File: src/rtl/gpio_fifo_bridge_if.sv
// Pin-level handshake bundle between the GPIO host header and the chip side.
// slave = bridge view, master = host/chip (bench) view.
interface gpio_fifo_bridge_if #(
  parameter int DATA_W = 4
);
  logic              rx_valid;
  logic [DATA_W-1:0] rx_data;
  logic              rx_ack;
  logic [DATA_W-1:0] tx_data;
  logic              tx_req_n;
  logic              tx_ack;

  modport master (
    output rx_valid, rx_data, tx_ack,
    input  rx_ack, tx_data, tx_req_n
  );

  modport slave (
    input  rx_valid, rx_data, tx_ack,
    output rx_ack, tx_data, tx_req_n
  );
endinterface

File: src/rtl/gpio_fifo_bridge.sv
// Host 4-phase valid/ack pins -> DEPTH-entry FIFO -> chip active-low req/ack pins.
// All pin inputs are asynchronous and pass through SYNC_STAGES flops.
module gpio_fifo_bridge #(
  parameter int DATA_W       = 4,
  parameter int DEPTH        = 8,
  parameter int SYNC_STAGES  = 2,
  parameter bit DROP_ON_FULL = 1'b0
) (
  input  logic                   clk,
  input  logic                   rst,
  gpio_fifo_bridge_if.slave      bus,
  input  logic                   i_ovf_clr,
  output logic [$clog2(DEPTH):0] o_count,
  output logic                   o_empty,
  output logic                   o_full,
  output logic                   o_overflow
);
  localparam int AW = $clog2(DEPTH);
  localparam int CW = AW + 1;

  typedef enum logic       {R_IDLE, R_ACK}          rx_state_t;
  typedef enum logic [1:0] {T_IDLE, T_REQ, T_WAIT}  tx_state_t;

  rx_state_t r_rx_state;
  tx_state_t r_tx_state;

  logic [SYNC_STAGES-1:0]             r_rxv_sync;
  logic [SYNC_STAGES-1:0]             r_txa_sync;
  logic [SYNC_STAGES-1:0][DATA_W-1:0] r_rxd_sync;

  logic [DATA_W-1:0] r_mem [DEPTH];
  logic [AW-1:0]     r_wptr, r_rptr;
  logic [CW-1:0]     r_count;
  logic              r_empty, r_full, r_overflow;
  logic              r_rx_ack, r_tx_req_n;
  logic [DATA_W-1:0] r_tx_data;

  logic              w_rxv_s, w_txa_s;
  logic [DATA_W-1:0] w_rxd_s;
  logic              w_push, w_pop, w_drop;
  logic [CW-1:0]     w_count_nxt;

  always_ff @(posedge clk or posedge rst) begin
    if (rst) begin
      r_rxv_sync <= '0;
      r_txa_sync <= '0;
      r_rxd_sync <= '0;
    end else begin
      r_rxv_sync <= {r_rxv_sync[SYNC_STAGES-2:0], bus.rx_valid};
      r_txa_sync <= {r_txa_sync[SYNC_STAGES-2:0], bus.tx_ack};
      r_rxd_sync <= {r_rxd_sync[SYNC_STAGES-2:0], bus.rx_data};
    end
  end

  assign w_rxv_s = r_rxv_sync[SYNC_STAGES-1];
  assign w_txa_s = r_txa_sync[SYNC_STAGES-1];
  assign w_rxd_s = r_rxd_sync[SYNC_STAGES-1];

  // rx_data is held stable by the host for the whole strobe, so it has settled
  // through its synchroniser by the time the equally delayed valid is seen.
  assign w_push = (r_rx_state == R_IDLE) && w_rxv_s && !r_full;
  assign w_drop = DROP_ON_FULL && (r_rx_state == R_IDLE) && w_rxv_s && r_full;
  assign w_pop  = (r_tx_state == T_REQ) && w_txa_s;

  always_ff @(posedge clk or posedge rst) begin
    if (rst) begin
      r_rx_state <= R_IDLE;
      r_rx_ack   <= 1'b0;
      r_overflow <= 1'b0;
    end else begin
      case (r_rx_state)
        R_IDLE: if (w_push || w_drop) begin
          r_rx_ack   <= 1'b1;
          r_rx_state <= R_ACK;
        end
        R_ACK: if (!w_rxv_s) begin
          r_rx_ack   <= 1'b0;
          r_rx_state <= R_IDLE;
        end
        default: r_rx_state <= R_IDLE;
      endcase
      if (w_drop)         r_overflow <= 1'b1;
      else if (i_ovf_clr) r_overflow <= 1'b0;
    end
  end

  always_ff @(posedge clk or posedge rst) begin
    if (rst) begin
      r_tx_state <= T_IDLE;
      r_tx_req_n <= 1'b1;
      r_tx_data  <= '0;
    end else begin
      case (r_tx_state)
        T_IDLE: if (!r_empty) begin
          r_tx_data  <= r_mem[r_rptr];
          r_tx_req_n <= 1'b0;
          r_tx_state <= T_REQ;
        end
        T_REQ: if (w_txa_s) begin
          r_tx_req_n <= 1'b1;
          r_tx_state <= T_WAIT;
        end
        T_WAIT: if (!w_txa_s) r_tx_state <= T_IDLE;
        default: r_tx_state <= T_IDLE;
      endcase
    end
  end

  always_ff @(posedge clk) begin
    if (w_push) r_mem[r_wptr] <= w_rxd_s;
  end

  always_comb begin
    w_count_nxt = r_count;
    if (w_push && !w_pop)      w_count_nxt = r_count + CW'(1);
    else if (!w_push && w_pop) w_count_nxt = r_count - CW'(1);
  end

  always_ff @(posedge clk or posedge rst) begin
    if (rst) begin
      r_wptr  <= '0;
      r_rptr  <= '0;
      r_count <= '0;
      r_empty <= 1'b1;
      r_full  <= 1'b0;
    end else begin
      if (w_push) r_wptr <= r_wptr + AW'(1);
      if (w_pop)  r_rptr <= r_rptr + AW'(1);
      r_count <= w_count_nxt;
      r_empty <= (w_count_nxt == '0);
      r_full  <= (w_count_nxt == CW'(DEPTH));
    end
  end

  assign bus.rx_ack   = r_rx_ack;
  assign bus.tx_req_n = r_tx_req_n;
  assign bus.tx_data  = r_tx_data;
  assign o_count      = r_count;
  assign o_empty      = r_empty;
  assign o_full       = r_full;
  assign o_overflow   = r_overflow;
endmodule

File: src/flat_wrapper.sv
// flat-port wrapper written by rule: the top's interface ports become plain ports
module gpio_fifo_bridge_flat 
#(
  parameter int DATA_W       = 4,
  parameter int DEPTH        = 8,
  parameter int SYNC_STAGES  = 2,
  parameter bit DROP_ON_FULL = 1'b0
)
  (clk, rst, i_ovf_clr, o_count, o_empty, o_full, o_overflow, bus_rx_valid, bus_rx_data, bus_tx_ack, bus_rx_ack, bus_tx_data, bus_tx_req_n);
  gpio_fifo_bridge_if #(.DATA_W(DATA_W)) bus_i ();
  input  logic clk;
  input  logic rst;
  input  logic i_ovf_clr;
  output logic [$clog2(DEPTH):0] o_count;
  output logic o_empty;
  output logic o_full;
  output logic o_overflow;
  input wire logic [$bits(bus_i.rx_valid)-1:0] bus_rx_valid;
  input wire logic [$bits(bus_i.rx_data)-1:0] bus_rx_data;
  input wire logic [$bits(bus_i.tx_ack)-1:0] bus_tx_ack;
  output wire logic [$bits(bus_i.rx_ack)-1:0] bus_rx_ack;
  output wire logic [$bits(bus_i.tx_data)-1:0] bus_tx_data;
  output wire logic [$bits(bus_i.tx_req_n)-1:0] bus_tx_req_n;
  assign bus_i.rx_valid = bus_rx_valid;
  assign bus_i.rx_data = bus_rx_data;
  assign bus_i.tx_ack = bus_tx_ack;
  assign bus_rx_ack = bus_i.rx_ack;
  assign bus_tx_data = bus_i.tx_data;
  assign bus_tx_req_n = bus_i.tx_req_n;
  gpio_fifo_bridge #(.DATA_W(DATA_W), .DEPTH(DEPTH), .SYNC_STAGES(SYNC_STAGES), .DROP_ON_FULL(DROP_ON_FULL)) u_core (.clk(clk), .rst(rst), .bus(bus_i), .i_ovf_clr(i_ovf_clr), .o_count(o_count), .o_empty(o_empty), .o_full(o_full), .o_overflow(o_overflow));
endmodule
File: config.mk
export PLATFORM = sky130hd
export DESIGN_NAME = gpio_fifo_bridge_flat
export DESIGN_NICKNAME = d
export VERILOG_FILES = /design/src/rtl/gpio_fifo_bridge_if.sv /design/src/rtl/gpio_fifo_bridge.sv /design/src/flat_wrapper.sv
export SDC_FILE = /design/constraint.sdc
export NUM_CORES = 1
export LEC_CHECK = 0
export ABC_AREA = 1
export CORE_ASPECT_RATIO = 0.75
export CORE_MARGIN = 3
export CORE_UTILIZATION = 60
export CTS_BUF_LIST = sky130_fd_sc_hd__clkbuf_4 sky130_fd_sc_hd__clkbuf_8
export CTS_CLUSTER_SIZE = 25
export DETAILED_ROUTE_END_ITERATION = 10
export GPL_TIMING_DRIVEN = 0
export PLACE_DENSITY_LB_ADDON = 0.08
export SYNTH_ARGS = -nofsm -noshare
export SYNTH_HDL_FRONTEND = slang
export SYNTH_SLANG_ARGS = --single-unit
File: constraint.sdc
create_clock -name clk -period 2.3 [get_ports clk]
set_input_delay 0.46 -clock clk [delete_from_list [all_inputs] [get_ports clk]]
set_output_delay 0.46 -clock clk [all_outputs]
set_load 0.05 [all_outputs]
==> results of run 1 <==
==> area by class of cell <==
type | count | area, um2
flip-flops and latches | 65 | 1790
plain buffers | 7 | 46.3
well taps | 55 | 68.8
multi-input cells | 143 | 734
repair buffers | 20 | 218
clock inverters | 5 | 76.3
clock buffers | 11 | 151
inverters | 18 | 72.6
fillers | 288 | 997
==> kinds of logic after synthesis <==
kind of cell	after synthesis
XOR/XNOR	5
other	1
adder cells (fa/ha/maj)	4
AND/OR/NAND/NOR	103
AO/OA/AOI/OAI	30
flip-flops	65
buffers and inverters	25
==> cells in the mapped netlist, drive strengths merged <==
master | instances | area share [%]
a21oi | 1 | 0.19
clkinv | 1 | 0.33
clkbuf | 1 | 0.19
or2 | 2 | 0.47
nor2 | 41 | 6.1
xor2 | 5 | 1.9
conb | 1 | 0.14
o211ai | 8 | 2.3
nand3 | 14 | 3.3
nand2 | 45 | 7.1
o22a | 1 | 0.33
nand3b | 1 | 0.28
inv | 17 | 2.4
dfstp | 2 | 2.0
buf | 6 | 1.6
o21ai | 20 | 3.8
ha | 4 | 1.9
dfrtp | 31 | 29
edfxtp | 32 | 36
==> final timing paths <==
check	endpoint	slack [ns]	depth (start not counted)
worst min-delay path	u_core.r_rxv_sync[1]$_DFF_PP0_	0.35	0
max in group asynchronous	u_core.r_wptr[1]$_DFFE_PP0P_	1.30	3
min in group asynchronous	u_core.r_txa_sync[1]$_DFF_PP0_	0.50	2
worst min register to register	u_core.r_rxv_sync[1]$_DFF_PP0_	0.35	0
worst max register to register	u_core.r_mem[6][1]$_DFFE_PP_	0.49	3
worst max-delay path	o_empty	0.17	1
==> report_power, final <==
part	internal, mW	switching, mW
registers	1.48	0.163
logic	0.565	1.13
clock network	0.666	0.408
total	2.71	1.71
==> metal layers <==
| metal | up-vias | share of wire (%) | GRT usage, % |
|---|---|---|---|
| met3 | 7 | 8.3 | 8.71 |
| met1 | 816 | 45 | 30.2 |
| met5 | - | 0 | 0 |
| met4 | 0 | 1.2 | 5.71 |
| li1 | 836 | - | - |
| met2 | 53 | 45 | 30.1 |
==> sequential cells by signal, summed over array words and instances (netlist names) <==
signal	cells
u_core.bus.rx_ack	1
u_core.bus.tx_data	4
u_core.bus.tx_req_n	1
u_core.o_count	4
u_core.o_empty	1
u_core.o_full	1
u_core.r_mem	32
u_core.r_rptr	3
u_core.r_rx_state	1
u_core.r_rxd_sync	4
u_core.r_rxv_sync	2
u_core.r_tx_state	2
u_core.r_txa_sync	2
u_core.r_wptr	3
u_core.w_rxd_s	4
==> through the flow <==
stage / std cells / hold WS, ns / power [mW]
2_1_floorplan: 233 / 0.331 / 2.87
3_3_place_gp: 307 / 0.332 / 3.30
3_5_place_dp: 307 / 0.335 / 3.35
4_1_cts: 323 / 0.355 / 4.44
5_1_grt: 324 / 0.367 / 4.73
6_report: 324 / 0.355 / 4.42
==> layout by cell type, fill, tap and decap left out, types with 4 or more instances in the layout <==
| cell | instances |
|---|---|
| sky130_fd_sc_hd__inv_1 | 16 |
| sky130_fd_sc_hd__nand2_1 | 42 |
| sky130_fd_sc_hd__o21ai_0 | 20 |
| sky130_fd_sc_hd__xor2_1 | 4 |
| sky130_fd_sc_hd__edfxtp_1 | 32 |
| sky130_fd_sc_hd__dfrtp_1 | 31 |
| sky130_fd_sc_hd__ha_1 | 4 |
| sky130_fd_sc_hd__clkbuf_8 | 11 |
| sky130_fd_sc_hd__nor2_1 | 38 |
| sky130_fd_sc_hd__nand3_1 | 12 |
| sky130_fd_sc_hd__o211ai_1 | 8 |
| sky130_fd_sc_hd__clkdlybuf4s50_1 | 19 |
==> run_summary.xml, run 1 <==
<?xml version="1.0" encoding="UTF-8"?>
<metrics>
  <group name="layout">
    <metric name="final_layout_size_suffix_gt1_share" unit="%">14.1</metric>
    <metric name="synth_to_layout_area_growth" unit="%">19.5</metric>
    <metric name="post_route_cell_area" unit="um2">3160</metric>
    <metric name="antennaDiodeCount" unit="">0</metric>
    <metric name="final_util" unit="%">76.0</metric>
    <metric name="design.final.nets" unit="">277</metric>
  </group>
  <group name="clock_tree">
    <metric name="cts-resized-gates" unit="">0</metric>
    <metric name="tritoncts_num_sinks" unit="">65</metric>
    <metric name="clockBufferDepth" unit="">2</metric>
    <metric name="clk_pin_slew" unit="ns">0.07</metric>
    <metric name="cts_post_setup_buffers_inserted" unit="">0</metric>
    <metric name="post_cts_hold_buffer_count" unit="">0</metric>
    <metric name="clock_latency_late_sink" unit="ns">0.33</metric>
    <metric name="htree_num_levels" unit="">3</metric>
    <metric name="cts_inserted_buffers" unit="">9</metric>
    <metric name="clk_root_buffer_cell" unit="">sky130_fd_sc_hd__clkbuf_8</metric>
    <metric name="tritoncts" unit="">done</metric>
  </group>
  <group name="floorplanning">
    <metric name="dieHeight" unit="um">63.5</metric>
    <metric name="coreArea" unit="um2">4150</metric>
    <metric name="placement_rows" unit="">20</metric>
    <metric name="dieArea" unit="um2">5240</metric>
    <metric name="floorplan.initialDensity" unit="%">63.6</metric>
    <metric name="die_w" unit="um">82.6</metric>
    <metric name="design.portCount" unit="">22</metric>
  </group>
  <group name="setup_path">
    <metric name="critical_r2r_launch" unit="">u_core.o_full$_DFF_PP0_</metric>
    <metric name="timing_worst_setup_path_type" unit="">reg -&gt; out</metric>
    <metric name="timing.critical_path.slowest_stage_cell" unit="">sky130_fd_sc_hd__clkdlybuf4s50_1</metric>
    <metric name="critPathMaxFanout" unit="">2</metric>
    <metric name="worst_setup_path_end_kind" unit="">output port</metric>
    <metric name="path_buf_inv" unit="">1</metric>
    <metric name="crit_path_max_incr_delay" unit="ns">0.80</metric>
    <metric name="critical_path.top_delay_family" unit="">buffers and inverters</metric>
    <metric name="worstPathArrival" unit="ns">1.67</metric>
    <metric name="cp_cell_sequence" unit="">clkdlybuf4s50_1</metric>
    <metric name="crit_path_start_kind" unit="">register</metric>
    <metric name="critical_path.startpoint" unit="">u_core.o_empty$_DFF_PP1_</metric>
    <metric name="critPathRequiredTime" unit="ns">1.84</metric>
  </group>
  <group name="power">
    <metric name="power_leakage" unit="nW">1.32</metric>
    <metric name="cell_area_power_density" unit="nW/um2">1400</metric>
    <metric name="vdd.ir_drop.worst" unit="mV">0.898</metric>
  </group>
  <group name="timing">
    <metric name="max_slew_margin" unit="%">60.3</metric>
    <metric name="finalHoldViolCount" unit="">0</metric>
    <metric name="slew_viol_final" unit="">0</metric>
    <metric name="setup_viol" unit="">0</metric>
    <metric name="setup_repair_after_global_routing_missed_its_margin" unit="">false</metric>
    <metric name="fin_crit_sh" unit="%">92.5</metric>
    <metric name="setup-tns-final" unit="ns">0</metric>
    <metric name="fin_ws" unit="ns">0.173</metric>
    <metric name="tightest_slew" unit="ns">0.595</metric>
    <metric name="post-route-min-period" unit="ns">2.13</metric>
    <metric name="fin_skew" unit="ns">0.00624</metric>
    <metric name="fmax" unit="MHz">470</metric>
  </group>
  <group name="global_route">
    <metric name="first_pass_grt_wire_length" unit="mm">7.98</metric>
    <metric name="grt_antenna_before_repair" unit="">0</metric>
    <metric name="via_count_of_the_first_global_routing_pass" unit="">1700</metric>
    <metric name="grt_max_degree" unit="">34</metric>
    <metric name="track_usage" unit="%">21.1</metric>
    <metric name="globalRouteOverflowTotal" unit="">0</metric>
  </group>
  <group name="detailed_routing">
    <metric name="initial_detailed_routing_violation_count" unit="">106</metric>
    <metric name="wl_per_cell" unit="um">14.5</metric>
    <metric name="route.vias.total" unit="">1712</metric>
    <metric name="ant_nets" unit="">0</metric>
    <metric name="totalWireLength" unit="mm">4.69</metric>
    <metric name="detail_route.first_pass.iterations" unit="">4</metric>
    <metric name="route.detailed.drc" unit="">0</metric>
    <metric name="vias_per_cell" unit="">5.28</metric>
  </group>
  <group name="synthesis">
    <metric name="yosys.area_share.adder" unit="%">1.89</metric>
    <metric name="synth_sequential_area_ratio" unit="%">67.7</metric>
    <metric name="synth_compound_gate_area_share" unit="%">6.58</metric>
    <metric name="synthCells" unit="">233</metric>
    <metric name="ys_ff_latch" unit="">65</metric>
    <metric name="syn-cell-area" unit="um2">2640</metric>
    <metric name="synth_fp_nets" unit="">246</metric>
    <metric name="yosys_warnings" unit="">0</metric>
    <metric name="synth.mux.area_fraction" unit="%">0</metric>
    <metric name="synth_simple_gate_area_share" unit="%">17.2</metric>
    <metric name="post_synth.cell_area_avg" unit="um2">11.3</metric>
    <metric name="synth_xor_area_share" unit="%">1.94</metric>
    <metric name="main_combinational_cell_family_by_area_after_synthesis" unit="">simple AND/OR/NAND/NOR gates</metric>
    <metric name="synth_cell_types" unit="">29</metric>
  </group>
  <group name="place">
    <metric name="pre_cts_ws" unit="ns">0.343</metric>
    <metric name="detailed_place.area" unit="um2">2900</metric>
    <metric name="gp_congestion" unit="">0.818</metric>
    <metric name="half_perimeter_wire_length_after_placement" unit="mm">3.22</metric>
    <metric name="port_buffers" unit="">19</metric>
  </group>
  <group name="job">
    <metric name="number_of_maximum_capacitance_violations" unit="">0</metric>
  </group>
  <group name="hold_path">
    <metric name="worstHoldStart" unit="">u_core.r_rxv_sync[0]$_DFF_PP0_</metric>
    <metric name="hold_class" unit="">reg -&gt; reg</metric>
  </group>
  <group name="status">
    <metric name="outcome" unit="">finished clean</metric>
  </group>
</metrics>
No activity file was read; power rests on OpenSTA's default activity.
==> run 2: changes to the inputs <==
CAP_MARGIN = 20   (was unset)
==> run 2 against run 1 <==
Net effect: sequential cell count is the same; via count is essentially flat; wire length grew 0.28%; final area shrank 1.0%; first-iteration DRC count shrank 3.8%; combinational power is essentially flat; final cell count is the same; highest routed layer unchanged.
==> run_summary.xml, run 2 (same netlist as run 1, synthesis figures left out) <==
<?xml version="1.0" encoding="UTF-8"?>
<metrics>
  <group name="clock_tree">
    <metric name="htree_num_levels" unit="">3</metric>
    <metric name="tritoncts_num_sinks" unit="">65</metric>
    <metric name="clk_pin_slew" unit="ns">0.07</metric>
    <metric name="cts_inserted_buffers" unit="">9</metric>
    <metric name="cts-resized-gates" unit="">0</metric>
    <metric name="clockBufferDepth" unit="">2</metric>
    <metric name="clk_root_buffer_cell" unit="">sky130_fd_sc_hd__clkbuf_8</metric>
    <metric name="cts_post_setup_buffers_inserted" unit="">0</metric>
    <metric name="post_cts_hold_buffer_count" unit="">0</metric>
    <metric name="tritoncts" unit="">done</metric>
    <metric name="clock_latency_late_sink" unit="ns">0.34</metric>
  </group>
  <group name="power">
    <metric name="comb_power_share" unit="%">39.6</metric>
    <metric name="cell_area_power_density" unit="nW/um2">1370</metric>
    <metric name="swShare" unit="%">40.1</metric>
    <metric name="power_leakage" unit="nW">1.31</metric>
    <metric name="p_sw" unit="mW">1.72</metric>
    <metric name="vdd.ir_drop.worst" unit="mV">0.995</metric>
    <metric name="totalPowerFinal" unit="mW">4.29</metric>
    <metric name="clock_power_share" unit="%">22.0</metric>
    <metric name="internal_power" unit="mW">2.57</metric>
    <metric name="seqPwrFrac" unit="%">38.4</metric>
  </group>
  <group name="floorplanning">
    <metric name="placement_rows" unit="">20</metric>
    <metric name="dieArea" unit="um2">5240</metric>
    <metric name="floorplan.initialDensity" unit="%">63.6</metric>
    <metric name="dieHeight" unit="um">63.5</metric>
    <metric name="design.portCount" unit="">22</metric>
    <metric name="die_w" unit="um">82.6</metric>
    <metric name="coreArea" unit="um2">4150</metric>
  </group>
  <group name="global_route">
    <metric name="grt_antenna_before_repair" unit="">0</metric>
    <metric name="first_pass_grt_wire_length" unit="mm">8.07</metric>
    <metric name="via_count_of_the_first_global_routing_pass" unit="">1709</metric>
    <metric name="grt_max_degree" unit="">23</metric>
    <metric name="globalRouteOverflowTotal" unit="">0</metric>
    <metric name="track_usage" unit="%">21.8</metric>
  </group>
  <group name="place">
    <metric name="dp.cells" unit="">308</metric>
    <metric name="gp_congestion" unit="">0.818</metric>
    <metric name="port_buffers" unit="">19</metric>
    <metric name="half_perimeter_wire_length_after_placement" unit="mm">3.30</metric>
  </group>
  <group name="hold_path">
    <metric name="hold_class" unit="">reg -&gt; reg</metric>
    <metric name="worstHoldStart" unit="">u_core.r_rxv_sync[0]$_DFF_PP0_</metric>
    <metric name="timing.hold.worst_path_depth" unit="">0</metric>
    <metric name="hold-path-endpoint" unit="">u_core.r_rxv_sync[1]$_DFF_PP0_</metric>
  </group>
  <group name="detailed_routing">
    <metric name="ant_nets" unit="">0</metric>
    <metric name="route.vias.total" unit="">1711</metric>
    <metric name="detail_route.first_pass.iterations" unit="">4</metric>
    <metric name="wl_per_cell" unit="um">14.5</metric>
    <metric name="route.detailed.drc" unit="">0</metric>
    <metric name="vias_per_cell" unit="">5.28</metric>
    <metric name="initial_detailed_routing_violation_count" unit="">102</metric>
    <metric name="totalWireLength" unit="mm">4.70</metric>
  </group>
  <group name="timing">
    <metric name="tightest_slew" unit="ns">0.549</metric>
    <metric name="finalHoldViolCount" unit="">0</metric>
    <metric name="max_slew_margin" unit="%">63.4</metric>
    <metric name="post-route-min-period" unit="ns">2.13</metric>
    <metric name="slew_viol_final" unit="">0</metric>
    <metric name="setup_viol" unit="">0</metric>
    <metric name="setup_repair_after_global_routing_missed_its_margin" unit="">false</metric>
    <metric name="fmax" unit="MHz">469</metric>
    <metric name="setup-tns-final" unit="ns">0</metric>
    <metric name="fin_skew" unit="ns">0.00865</metric>
    <metric name="fin_crit_sh" unit="%">92.8</metric>
  </group>
  <group name="setup_path">
    <metric name="timing.reg2reg.setup_slack" unit="ns">0.48</metric>
    <metric name="cp_cell_sequence" unit="">clkdlybuf4s50_1</metric>
    <metric name="critical_path.top_delay_family" unit="">buffers and inverters</metric>
    <metric name="critical_r2r_launch" unit="">u_core.o_full$_DFF_PP0_</metric>
    <metric name="worstPathArrival" unit="ns">1.67</metric>
    <metric name="path_buf_inv" unit="">1</metric>
    <metric name="worst_setup_path_end_kind" unit="">output port</metric>
    <metric name="crit-reg2reg-capture" unit="">u_core.r_mem[4][2]$_DFFE_PP_</metric>
    <metric name="timing.critical_path.slowest_stage_cell" unit="">sky130_fd_sc_hd__clkdlybuf4s50_1</metric>
    <metric name="worst-path-stages" unit="">1</metric>
    <metric name="critPathRequiredTime" unit="ns">1.84</metric>
    <metric name="timing_worst_setup_path_type" unit="">reg -&gt; out</metric>
    <metric name="reg2regPathDepth" unit="">3</metric>
    <metric name="crit_path_max_incr_delay" unit="ns">0.80</metric>
    <metric name="critPathMaxFanout" unit="">2</metric>
    <metric name="crit_path_start_kind" unit="">register</metric>
  </group>
  <group name="status">
    <metric name="outcome" unit="">finished clean</metric>
  </group>
  <group name="layout">
    <metric name="antennaDiodeCount" unit="">0</metric>
    <metric name="final_common_cell" unit="">sky130_fd_sc_hd__nand2_1</metric>
    <metric name="largest_register_ff_count" unit="">32</metric>
    <metric name="design.final.nets" unit="">277</metric>
    <metric name="registers.top_by_ff_count" unit="">u_core.r_mem</metric>
    <metric name="final_layout_size_suffix_gt1_share" unit="%">14.1</metric>
    <metric name="commonest_non_fill_non_tap_cells_in_the_layout" unit="">sky130_fd_sc_hd__nand2_1, sky130_fd_sc_hd__nor2_1, sky130_fd_sc_hd__edfxtp_1</metric>
    <metric name="layout_cells_excl_fill" unit="">324</metric>
    <metric name="synth_to_layout_area_growth" unit="%">18.2</metric>
  </group>
  <group name="job">
    <metric name="number_of_maximum_capacitance_violations" unit="">0</metric>
  </group>
</metrics>
==> run 2: routing by layer <==
| metal | share of wire, % | global-route usage (%) | vias to the layer above | wire length (um) |
|---|---|---|---|---|
| li1 | - | - | 836 | - |
| met4 | 1.3 | 6.12 | 0 | 62 |
| met5 | 0 | 0 | - | 0 |
| met2 | 44 | 31.6 | 55 | 2070 |
| met1 | 47 | 30.0 | 814 | 2200 |
| met3 | 7.7 | 9.57 | 6 | 364 |
==> run 2: cell type report <==
class                   count  area [um2]
flip-flops and latches     65        1790
clock buffers              10         138
multi-input cells         143         734
fillers                   286        1030
repair buffers             20         218
inverters                  18        72.6
well taps                  55        68.8
clock inverters             6        57.6
plain buffers               7        46.3
==> run 2: worst max-delay path by stage <==
| stage | start | endpoint | slack (ns) |
|---|---|---|---|
| finish | u_core.o_empty$_DFF_PP1_ | o_empty | 0.17 |
| floorplan | u_core.o_full$_DFF_PP0_ | u_core.r_mem[0][0]$_DFFE_PP_ | 0.49 |
| detailed placement | u_core.o_full$_DFF_PP0_ | u_core.r_mem[4][3]$_DFFE_PP_ | 0.51 |
| CTS | u_core.o_empty$_DFF_PP1_ | o_empty | 0.15 |
| global placement | rst | u_core.w_rxd_s[1]$_DFF_PP0_ | 0.38 |
| global route | u_core.o_empty$_DFF_PP1_ | o_empty | 0.12 |
==> run 2: through the flow <==
stage	instance area [um2]	hold WS, ns	setup WS (ns)	util, %
finish	3120	0.350	0.166	75.2
CTS	3120	0.350	0.155	75.2
global placement	2900	0.332	0.377	69.8
global route	3120	0.355	0.117	75.2
detailed placement	2930	0.335	0.507	70.5
floorplan	2640	0.331	0.494	-
==> run 2: power groups by stage <==
stage	sequential, mW	clock (mW)	combinational, mW
final	1.65	0.944	1.70
after global routing	1.68	1.02	1.90
after CTS	1.64	0.950	1.70
after detailed placement	1.67	0	1.69
after global placement	1.65	0	1.65
after floorplan	1.97	0	0.904
